[config.mk]
export PLATFORM = sky130hd
export DESIGN_NAME = ssaes_sbox_sched
export DESIGN_NICKNAME = d
export VERILOG_FILES = /design/src/rtl/ssaes_pkg.sv /design/src/rtl/ssaes_rr_arb2.sv /design/src/rtl/ssaes_sbox_sched.sv
export SDC_FILE = /design/constraint.sdc
export NUM_CORES = 1
export LEC_CHECK = 0
export BUFFER_PORTS_ARGS = -buffer_cell sky130_fd_sc_hd__buf_2
export CAP_MARGIN = 20
export CORE_ASPECT_RATIO = 1.75
export CORE_MARGIN = 3
export CORE_UTILIZATION = 30
export DETAILED_ROUTE_END_ITERATION = 7
export SLEW_MARGIN = 20
export SYNTH_ARGS = -nofsm -noshare
export SYNTH_HDL_FRONTEND = slang
export SYNTH_SLANG_ARGS = --single-unit
[constraint.sdc]
create_clock -name clk -period 5.8 [get_ports clk]
set_clock_uncertainty 0.1 [all_clocks]
set_input_delay 0.58 -clock clk [delete_from_list [all_inputs] [get_ports clk]]
set_output_delay 0.58 -clock clk [all_outputs]
set_load 0.005 [all_outputs]
[src/rtl/ssaes_pkg.sv]
// Shared constants and enumerations for the SSAES444 S-box scheduler.
package ssaes_pkg;

   localparam int unsigned NW    = 4;
   localparam int unsigned N_ST  = 16;
   localparam int unsigned N_KS  = 4;
   localparam int unsigned ST_W  = N_ST * NW;
   localparam int unsigned KS_W  = N_KS * NW;
   localparam int unsigned CNT_W = $clog2(N_ST);

   typedef enum logic [2:0] {
      IDLE,
      RUN_ST,
      RUN_KS,
      DONE_ST,
      DONE_KS
   } sched_state_t;

   typedef enum logic {
      REQ_ST,
      REQ_KS
   } req_id_t;

endpackage

[src/rtl/ssaes_rr_arb2.sv]
// Two-way round-robin arbiter; last_srv advances only when a grant is taken.
module ssaes_rr_arb2
   import ssaes_pkg::*;
(
   input  logic clk,
   input  logic rst,
   input  logic req_st,
   input  logic req_ks,
   input  logic take,
   output logic gnt_st,
   output logic gnt_ks
);

   req_id_t last_srv_q, last_srv_d;

   always_comb begin
      // On a tie the requester served less recently wins.
      gnt_ks = req_ks & (~req_st | (last_srv_q == REQ_ST));
      gnt_st = req_st & ~gnt_ks;
      last_srv_d = last_srv_q;
      if (take) begin
         last_srv_d = gnt_ks ? REQ_KS : REQ_ST;
      end
   end

   always_ff @(posedge clk) begin
      if (rst) begin
         last_srv_q <= REQ_ST;
      end else begin
         last_srv_q <= last_srv_d;
      end
   end

endmodule

[src/rtl/ssaes_sbox_sched.sv]
// Shares one combinational 4-bit S-box between the state and key-schedule paths,
// serialising one nibble per cycle and reassembling the substituted word.
module ssaes_sbox_sched
   import ssaes_pkg::*;
(
   input  logic            clk,
   input  logic            rst,
   input  logic            st_req,
   input  logic [ST_W-1:0] st_in,
   output logic            st_ack,
   output logic [ST_W-1:0] st_out,
   output logic            st_done,
   input  logic            ks_req,
   input  logic [KS_W-1:0] ks_in,
   output logic            ks_ack,
   output logic [KS_W-1:0] ks_out,
   output logic            ks_done,
   output logic [NW-1:0]   sbox_in,
   input  logic [NW-1:0]   sbox_out,
   output logic            busy
);

   sched_state_t    state_q, state_d;
   logic [CNT_W-1:0] cnt_q, cnt_d;
   logic [ST_W-1:0] work_q, work_d;
   logic [ST_W-1:0] res_q, res_d;
   logic [ST_W-1:0] st_out_q, st_out_d;
   logic [KS_W-1:0] ks_out_q, ks_out_d;
   logic [ST_W-1:0] res_nxt;
   logic            gnt_st, gnt_ks, take;

   ssaes_rr_arb2 u_arb (
      .clk    (clk),
      .rst    (rst),
      .req_st (st_req),
      .req_ks (ks_req),
      .take   (take),
      .gnt_st (gnt_st),
      .gnt_ks (gnt_ks)
   );

   always_comb begin
      state_d  = state_q;
      cnt_d    = cnt_q;
      work_d   = work_q;
      res_d    = res_q;
      st_out_d = st_out_q;
      ks_out_d = ks_out_q;
      st_ack   = 1'b0;
      ks_ack   = 1'b0;
      st_done  = 1'b0;
      ks_done  = 1'b0;
      sbox_in  = '0;
      take     = 1'b0;
      res_nxt  = res_q;
      res_nxt[NW*32'(cnt_q) +: NW] = sbox_out;

      case (state_q)
         IDLE: begin
            // No grant while reset is held, so acks stay low during reset.
            if (!rst && (gnt_st || gnt_ks)) begin
               take  = 1'b1;
               cnt_d = '0;
               res_d = '0;
               if (gnt_ks) begin
                  ks_ack  = 1'b1;
                  work_d  = {{(ST_W-KS_W){1'b0}}, ks_in};
                  state_d = RUN_KS;
               end else begin
                  st_ack  = 1'b1;
                  work_d  = st_in;
                  state_d = RUN_ST;
               end
            end
         end
         RUN_ST: begin
            sbox_in = work_q[NW*32'(cnt_q) +: NW];
            res_d   = res_nxt;
            if (cnt_q == CNT_W'(N_ST-1)) begin
               st_out_d = res_nxt;
               state_d  = DONE_ST;
            end else begin
               cnt_d = cnt_q + 1'b1;
            end
         end
         RUN_KS: begin
            sbox_in = work_q[NW*32'(cnt_q) +: NW];
            res_d   = res_nxt;
            if (cnt_q == CNT_W'(N_KS-1)) begin
               ks_out_d = res_nxt[KS_W-1:0];
               state_d  = DONE_KS;
            end else begin
               cnt_d = cnt_q + 1'b1;
            end
         end
         DONE_ST: begin
            st_done = 1'b1;
            state_d = IDLE;
         end
         DONE_KS: begin
            ks_done = 1'b1;
            state_d = IDLE;
         end
         default: state_d = IDLE;
      endcase
   end

   always_ff @(posedge clk) begin
      if (rst) begin
         state_q  <= IDLE;
         cnt_q    <= '0;
         work_q   <= '0;
         res_q    <= '0;
         st_out_q <= '0;
         ks_out_q <= '0;
      end else begin
         state_q  <= state_d;
         cnt_q    <= cnt_d;
         work_q   <= work_d;
         res_q    <= res_d;
         st_out_q <= st_out_d;
         ks_out_q <= ks_out_d;
      end
   end

   assign st_out = st_out_q;
   assign ks_out = ks_out_q;
   assign busy   = (state_q != IDLE);

endmodule

**Word-level counts from Yosys, hierarchy flattened**

Cells that the tools add are included.

- Add/subtract/negate cells: 2
- Multipliers: 0
- Divide/modulo/power cells: 0
- $lt $le $gt $ge: 0
- Eq/ne operators: 11
- Shift operators: 3
- Multiplexer cells: 24
- Bitwise logic cells: 6
- Reduce and logical (&&, ||, !) cells: 14

Operator list:

| cell | count |
|---|---|
| $mux W64 | 2 |
| $pmux W64 S2 | 1 |
| $bwmux W64 | 1 |
| $shift A4 B34 Y64 const A | 1 |
| $shiftx A4 B34 Y64 | 1 |
| $shiftx A64 B7 Y4 | 1 |
| $neg A6 Y34 | 1 |
| $mux W4 | 4 |
| $pmux W4 S3 | 1 |
| $mux W1 | 10 |
| $ne A2 B2 Y1 const B | 5 |
| $mux W3 | 3 |
| $pmux W3 S3 | 1 |
| $reduce_and A2 Y1 | 4 |
| $eq A3 B2 Y1 const B | 2 |
| $reduce_bool A3 Y1 | 2 |
| $add A4 B1 Y4 const B | 1 |
| $eq A4 B2 Y1 const B | 1 |
| $eq A4 B4 Y1 const B | 1 |
| $reduce_and A4 Y1 | 1 |
| $eq A3 B1 Y1 const B | 1 |
| $eq A3 B3 Y1 const B | 1 |
| $logic_not A3 Y1 | 1 |
| $not A1 Y1 | 3 |
| 9 further kinds | 10 |

- Flip-flop bits (word level): 216
- Bits in latches: 0
- Bits in writable memories: 0
- ROM bits: 0
- Input bits: 88
- Output and inout port bits: 89
- Memories: 0

**Logic depth before layout (Yosys ltp)**

Gate-level depths: netlist of run 1.

- Word-level depth: 9
- Depth in mapped cells: 11

**Modules after synthesis**

A second synthesis of run 1 with hierarchy kept.

- Cells, all modules: 1057
- Area total of the unflattened synthesis: 9476.6 um^2

Modules (own cells, without submodules):

| module | times used | cells an instance | area each (um^2) | sequential area each (um^2) |
|---|---|---|---|---|
| ssaes_sbox_sched | 1 | 1050 | 9409.0 | 4304.1 |
| ssaes_rr_arb2 | 1 | 7 | 67.6 | 20.0 |

**Worst setup path before layout of run 1**

OpenSTA, ideal clock, no wires.

- Path type: register to register
- From: register cnt_q[2]
- To: register st_out_q[32], in the netlist st_out[32]
- Setup time: 0.086 ns
- Data arrival time: 2.629 ns
- Data required time: 5.614 ns
- Slack: 2.985 ns
- Stages on the path, launching flop included: 12
- Buffers on the path: 5
- Clock period less this slack: 2.815 ns
- Cell sequence: dfxtp_1 > buf_2 > buf_1 > nor3_1 > ha_1 > buf_2 > or4b_1 > clkbuf_1 > a21oi_2 > buf_2 > nor3_1 > a211oi_1

- Cells in the longest elaborated chain, start to end: 3

Ends and longest elaborated chain:

| element | RTL line | source |
|---|---|---|
| start: declaration | ssaes_sbox_sched.sv:24 | `logic [CNT_W-1:0] cnt_q, cnt_d;` |
| start signal: assignment | ssaes_sbox_sched.sv:118 | `cnt_q <= cnt_d;` |
| $neg A6 Y34 | ssaes_sbox_sched.sv:56 | `res_nxt[NW*32'(cnt_q) +: NW] = sbox_out;` |
| $shiftx A4 B34 Y64 or $shift A4 B34 Y64 (tied branches) | ssaes_sbox_sched.sv:56 |  |
| $bwmux W64 | ssaes_sbox_sched.sv:56 |  |
| end signal: assignment | ssaes_sbox_sched.sv:121 | `st_out_q <= st_out_d;` |
| end: declaration | ssaes_sbox_sched.sv:27 | `logic [ST_W-1:0] st_out_q, st_out_d;` |

Several ways; a longest one is shown, not always the timed one.
A chain may end at the register's enable or synchronous reset.

**Worst setup path after layout of run 1**

- From: register cnt_q[2]
- To: register res_q[35]

- Cells in the longest elaborated chain, start to end: 4

Ends and longest elaborated chain:

| element | RTL line | source |
|---|---|---|
| $neg A6 Y34 (*) | ssaes_sbox_sched.sv:56 |  |
| $shiftx A4 B34 Y64 or $shift A4 B34 Y64 (tied branches) | ssaes_sbox_sched.sv:56 |  |
| $bwmux W64 (*) | ssaes_sbox_sched.sv:56 |  |
| $pmux W64 S2 (*) | ssaes_sbox_sched.sv:58 | `case (state_q)` |
| end signal: assignment | ssaes_sbox_sched.sv:120 | `res_q <= res_d;` |
| end: declaration | ssaes_sbox_sched.sv:26 | `logic [ST_W-1:0] res_q, res_d;` |

Every way passes the cells marked *; elsewhere a longest branch is shown, timed or not.

==> results.toml, run 1 <==
[run_status]
status = "finished, final reports clean"

[worst_setup_path]
path_buf_inv = 0
end_kind = "register"
path_cells = "nor3_1, ha_1, or4b_1, a21oi_2, o22ai_1, a32o_1"
crit_fanout = 22
cpMaxStageDelayCell = "dfxtp_1"
worstPathArrival_ns = 3.61
worstPathRequired_ns = 6.09
critPathMaxStageDelay_ns = 0.91
worst_setup_path_start_kind = "register"
worst-setup-path-type = "reg -> reg"
crit_family = "compound AO/OA/AOI/OAI gates"
r2r_slack_ns = 2.49

[pwr]
clkPwrFrac_pct = 41.7
power_frac_seq_pct = 44.9
power.internal_uw = 2540
p_switching_uw = 904
ir_worst_vdd_v = 0.000214
leakagePower_uw = 0.00419
swShare_pct = 26.2
cellPowerDensity_nw_per_um2 = 305
comb_power_share_pct = 13.4

[sta]
max_freq_mhz = 302
timing.final.crit_share_pct = 57.2
tightest_slew_ns = 0.960
relSlewSlack_pct = 35.9
setup_tns_ns = 0
setup_violations = 0
rsz0062_at_grt = "no"
hold_viol_final = 0
slew_viol_final = 0
layout_min_cycle_time_ns = 3.31

[synth]
synth_edf_count = 0
ys_warn_count = 0
syn_area_um2 = 9440
synth.net_count = 1125
synth_seq_area_share_pct = 45.8
synthCells = 1031
synth-main-ff-cell = "dfxtp_1"
ys_async_sr_fraction_pct = 0
ys_ff_latch = 216
synth_area_per_cell_um2 = 9.16
synth.distinct_cells = 59

[drt]
num_vias = 8038
avgRoutedWirePerCell_um = 17.6
first_pass_iters = 5
routed_wl_mm = 27.4
drc_errors = 0
drt_iter0_drc = 388
antenna_left = 0
viasPerCell = 5.16

[finish]
finish.utilization_pct = 36.5
layout-drive-gt1-share_pct = 23.4
layout.cells.most_common_list = "dfxtp_1 (215), buf_2 (175), nand2_1 (111)"
nets = 1245
area_delta_synth_final_pct = 19.7
layout_commonest_cell = "dfxtp_1"
fill_cells = 3176
antenna_cells = 0
final_cells = 1558

[floorplan]
ios = 177
die_y_um = 241
initial_core_util_pct = 30.5
fp-row-count = 85
die_w_um = 140
die_area_um2 = 33700
coreArea_um2 = 30900

[clock_tree]
cts_max_level = 1
cts_resized = 0
insertion_delay_ns = 0.50
postCtsSetupBuffers = 0
cts_tree = "done"
cts_buffers = 22
clkSinkCount = 216
root_buffer = "clkbuf_16"
path_clk_slew_ns = 0.06
clockBufferDepth = 3
cts_hold_buf = 0

[placement]
gp_congestion = 0.799
io_buffer_count = 176
dp_hpwl_mm = 19.5
placed_cells = 1517

[global_route]
grt_pass1_vias = 7973
grt_pass1_wl_mm = 42.9
track_usage_pct = 15.5
overflow = 0
antenna_found_initial = 0
grt_max_degree = 105

[job]
cap_violations = 0

[min_path]
hold_path_class = "in -> reg"
## kinds of logic (layout without fill, tap and decap cells)
family	after synthesis	after routing	synth area share (%)
and+or+nand+nor	358	358	17.4
AOI/OAI and AO/OA	289	289	23.3
DFF	216	216	45.8
buffers and inverters	106	242	4.65
muxes	52	52	7.64
adders and majority gates	6	6	0.795
xor gates and xnor gates	4	4	0.371
## layout make-up
cell class                 count  area [um2]  area share (%)
clock inverter                 2        37.5           0.332
multi-input combinational    709        4700            41.6
timing repair buffer         187         986            8.73
tap                          391         489            4.33
inverter                      15        56.3           0.499
clock buffer                  38         702            6.21
sequential                   216        4330            38.3
## synth_stat cells (2+ instances only)
cell type	number	area share [%]
mux4_2	16	3.8
nor4b_1	4	0.37
ha_1	6	0.80
o221a_2	6	0.72
a21oi_1	55	2.9
nand4_1	3	0.20
o211ai_1	9	0.72
dfxtp_1	216	46
nor2_1	108	4.3
nor3_1	21	1.1
nand2b_1	6	0.40
o22ai_1	14	0.93
nor2b_1	3	0.20
mux2i_1	36	3.8
a211oi_2	8	1.1
a21oi_2	6	0.56
o211a_1	4	0.42
a311oi_1	20	1.9
nand3_1	60	3.2
inv_1	15	0.60
nand3b_1	2	0.16
clkbuf_1	62	2.5
and3_1	19	1.3
buf_2	21	1.1
o21a_1	13	1.0
xnor2_1	2	0.19
a221oi_1	10	0.93
o21ai_0	20	1.1
nor4_1	2	0.13
and2_1	5	0.33
a211oi_1	44	3.5
xor2_1	2	0.19
or2_2	4	0.27
a32o_1	19	2.0
a211o_1	4	0.37
nand2_1	111	4.4
o2bb2ai_1	37	3.4
buf_1	6	0.24
buf_6	2	0.24
a2111oi_0	11	1.0
## sequential cells by signal (all words and copies together), names as in the netlist
| signal | flops |
|---|---|
| work_q | 64 |
| st_out | 64 |
| cnt_q | 4 |
| u_arb.last_srv_q | 1 |
| res_q | 64 |
| ks_out | 16 |
| state_q | 3 |
## worst paths after layout
path / cells after the start / from / endpoint
hold reg to reg: 2 / work_q[29] / work_q[29]
setup reg to reg: 6 / cnt_q[2] / res_q[35]
hold / removal: 3 / st_in[46] / work_q[46]
setup / recovery: 6 / cnt_q[2] / res_q[35]
## power by group through the flow
stage | Combinational, uW | Sequential (uW) | Clock, uW
global placement | 459 | 1580 | 0
CTS | 465 | 1540 | 1480
finish | 461 | 1550 | 1440
detailed placement | 463 | 1580 | 0
floorplan | 336 | 1570 | 0
global route | 508 | 1550 | 1530
## stage by stage
step	setup slack, ns	area (um2)	hold WS, ns	total power [uW]
5_1_grt	2.19	11300	0.217	3590
3_5_place_dp	2.52	10500	0.343	2040
3_3_place_gp	2.64	10500	0.335	2040
2_1_floorplan	2.99	9440	0.329	1900
6_report	2.49	11300	0.232	3440
4_1_cts	2.48	11300	0.211	3490
## routing by layer
| metal | global-route usage, % | wire (um) |
|---|---|---|
| met4 | 4.14 | 557 |
| met2 | 29.9 | 14700 |
| met3 | 2.20 | 1140 |
| met5 | 0 | 0 |
| met1 | 17.7 | 11000 |
## worst min-delay path: cells and delay by family
kind	cells	cell delay [ns]
AO/OA/AOI/OAI	1	0.06
buffers and inverters	1	0.09
AND/OR/NAND/NOR	1	0.05
Note: power is estimated with default switching activity, not from simulation.
==> inputs of run 2 (changes only) <==
Clock period 5.8 ns to 3.07 ns, I/O delays scaled along.
==> results.toml, run 2 (synthesis results as in run 1) <==
[clock_tree]
cts_tree = "done"
root_buffer = "clkbuf_16"
cts_buffers = 23
clockBufferDepth = 3
path_clk_slew_ns = 0.06
cts_max_level = 1
cts_resized = 0
insertion_delay_ns = 0.52
clkSinkCount = 216

[sta]
tightest_slew_ns = 0.919
setup_violations = 0
relSlewSlack_pct = 38.7
rsz0062_at_grt = "no"
slew_viol_final = 0
max_freq_mhz = 349
setup_tns_ns = 0
timing.final.crit_share_pct = 93.2
hold_viol_final = 0
layout_min_cycle_time_ns = 2.86

[drt]
num_vias = 8668
viasPerCell = 5.25
drt_iter0_drc = 426
drc_errors = 0
first_pass_iters = 5
antenna_left = 0
avgRoutedWirePerCell_um = 17.7
routed_wl_mm = 29.1

[floorplan]
die_w_um = 140
die_area_um2 = 33700
ios = 177
die_y_um = 241
coreArea_um2 = 30900
initial_core_util_pct = 30.5
fp-row-count = 85

[global_route]
use_met1_pct = 18.5
track_usage_pct = 16.8
antenna_found_initial = 0
met3_usage_pct = 2.44
grt_pass1_wl_mm = 46.1
grt_busiest_layer = "met2"
grt_max_degree = 121
grt_pass1_vias = 8490
overflow = 0
met2_usage_pct = 32.5

[worst_setup_path]
worstPathArrival_ns = 2.45
worstPathRequired_ns = 2.66
worst-setup-path-type = "reg -> out"
worst_setup_path_start_kind = "register"
end_kind = "output pin"
crit_fanout = 29

[min_path]
hold_path_class = "in -> reg"

[finish]
layout_commonest_cell = "dfxtp_1"
area_delta_synth_final_pct = 29.1
layout-drive-gt1-share_pct = 23.0
layout.cells.most_common_list = "dfxtp_1 (215), buf_2 (175), nand2_1 (111)"
nets = 1338
antenna_cells = 0

[pwr]
cellPowerDensity_nw_per_um2 = 541
leakagePower_uw = 0.00461
ir_worst_vdd_v = 0.000372
total_power_uw = 6590

[placement]
io_buffer_count = 176
gp_congestion = 0.849
dp_hpwl_mm = 20.1

[job]
cap_violations = 0

[run_status]
status = "finished, final reports clean"
run 2: cell count changes in the layout (fill, tap and decap cells not counted), sizes merged:
cell	change
clkinvlp	+1
bufinv	-1
inv	+1
clkbuf	-7
clkinv	+6
buf	+12
dlygate4sd3	+80
run 2: final cells by class:
type | instances | area, um2
repair buffers | 279 | 1910
clock buffers | 31 | 656
inverters | 15 | 56.3
multi-input cells | 709 | 4690
clock inverters | 9 | 61.3
well taps | 391 | 489
fillers | 3046 | 18800
flip-flops and latches | 216 | 4330
run 2: final timing paths:
kind                                   end  cells after the start       start  slack (ns)
worst min-delay path            work_q[58]                      2         rst        0.07
worst min register to register  work_q[19]                      2  work_q[19]        0.35
worst max register to register   work_q[3]                      6  state_q[2]        0.42
worst max-delay path            sbox_in[1]                      5    cnt_q[0]        0.21
run 2: timing repair:
item	in CTS	in global routing
endpoints found under the hold margin	64	0
hold buffers	80	0
buffers inserted	0	0
run 2: power breakdown:
part | internal [uW] | switching, uW
Sequential | 2870 | 48.9
Clock | 1500 | 1160
Combinational | 399 | 609
Total | 4770 | 1820
run 2: worst max-delay path, stage by stage (launching register included):
cell and delay, ns:
dfxtp_2 0.42, buf_4 0.47, mux4_2 0.62, mux2i_1 0.19
o22ai_1 0.10, buf_2 0.14
run 2: through the flow:
step / instance area (um2) / cells / setup slack (ns) / hold WS [ns] / utilization, %
after floorplan: 9440 / 1031 / 0.255 / 0.329 / -
after detailed placement: 10700 / 1530 / 0.483 / 0.344 / 34.5
after global routing: 12200 / 1650 / 0.0237 / 0.0712 / 39.4
final: 12200 / 1650 / 0.208 / 0.0706 / 39.4
after global placement: 10700 / 1530 / 0.559 / 0.336 / 34.5
after CTS: 12200 / 1650 / 0.137 / 0.0362 / 39.4
run 2: per-layer routing:
metal	up-vias	routed length [um]	part of all wire, %
li1	4255	-	-
met1	4135	11100	38
met2	231	15900	55
met3	47	1320	4.5
met4	0	788	2.7
met5	-	0	0
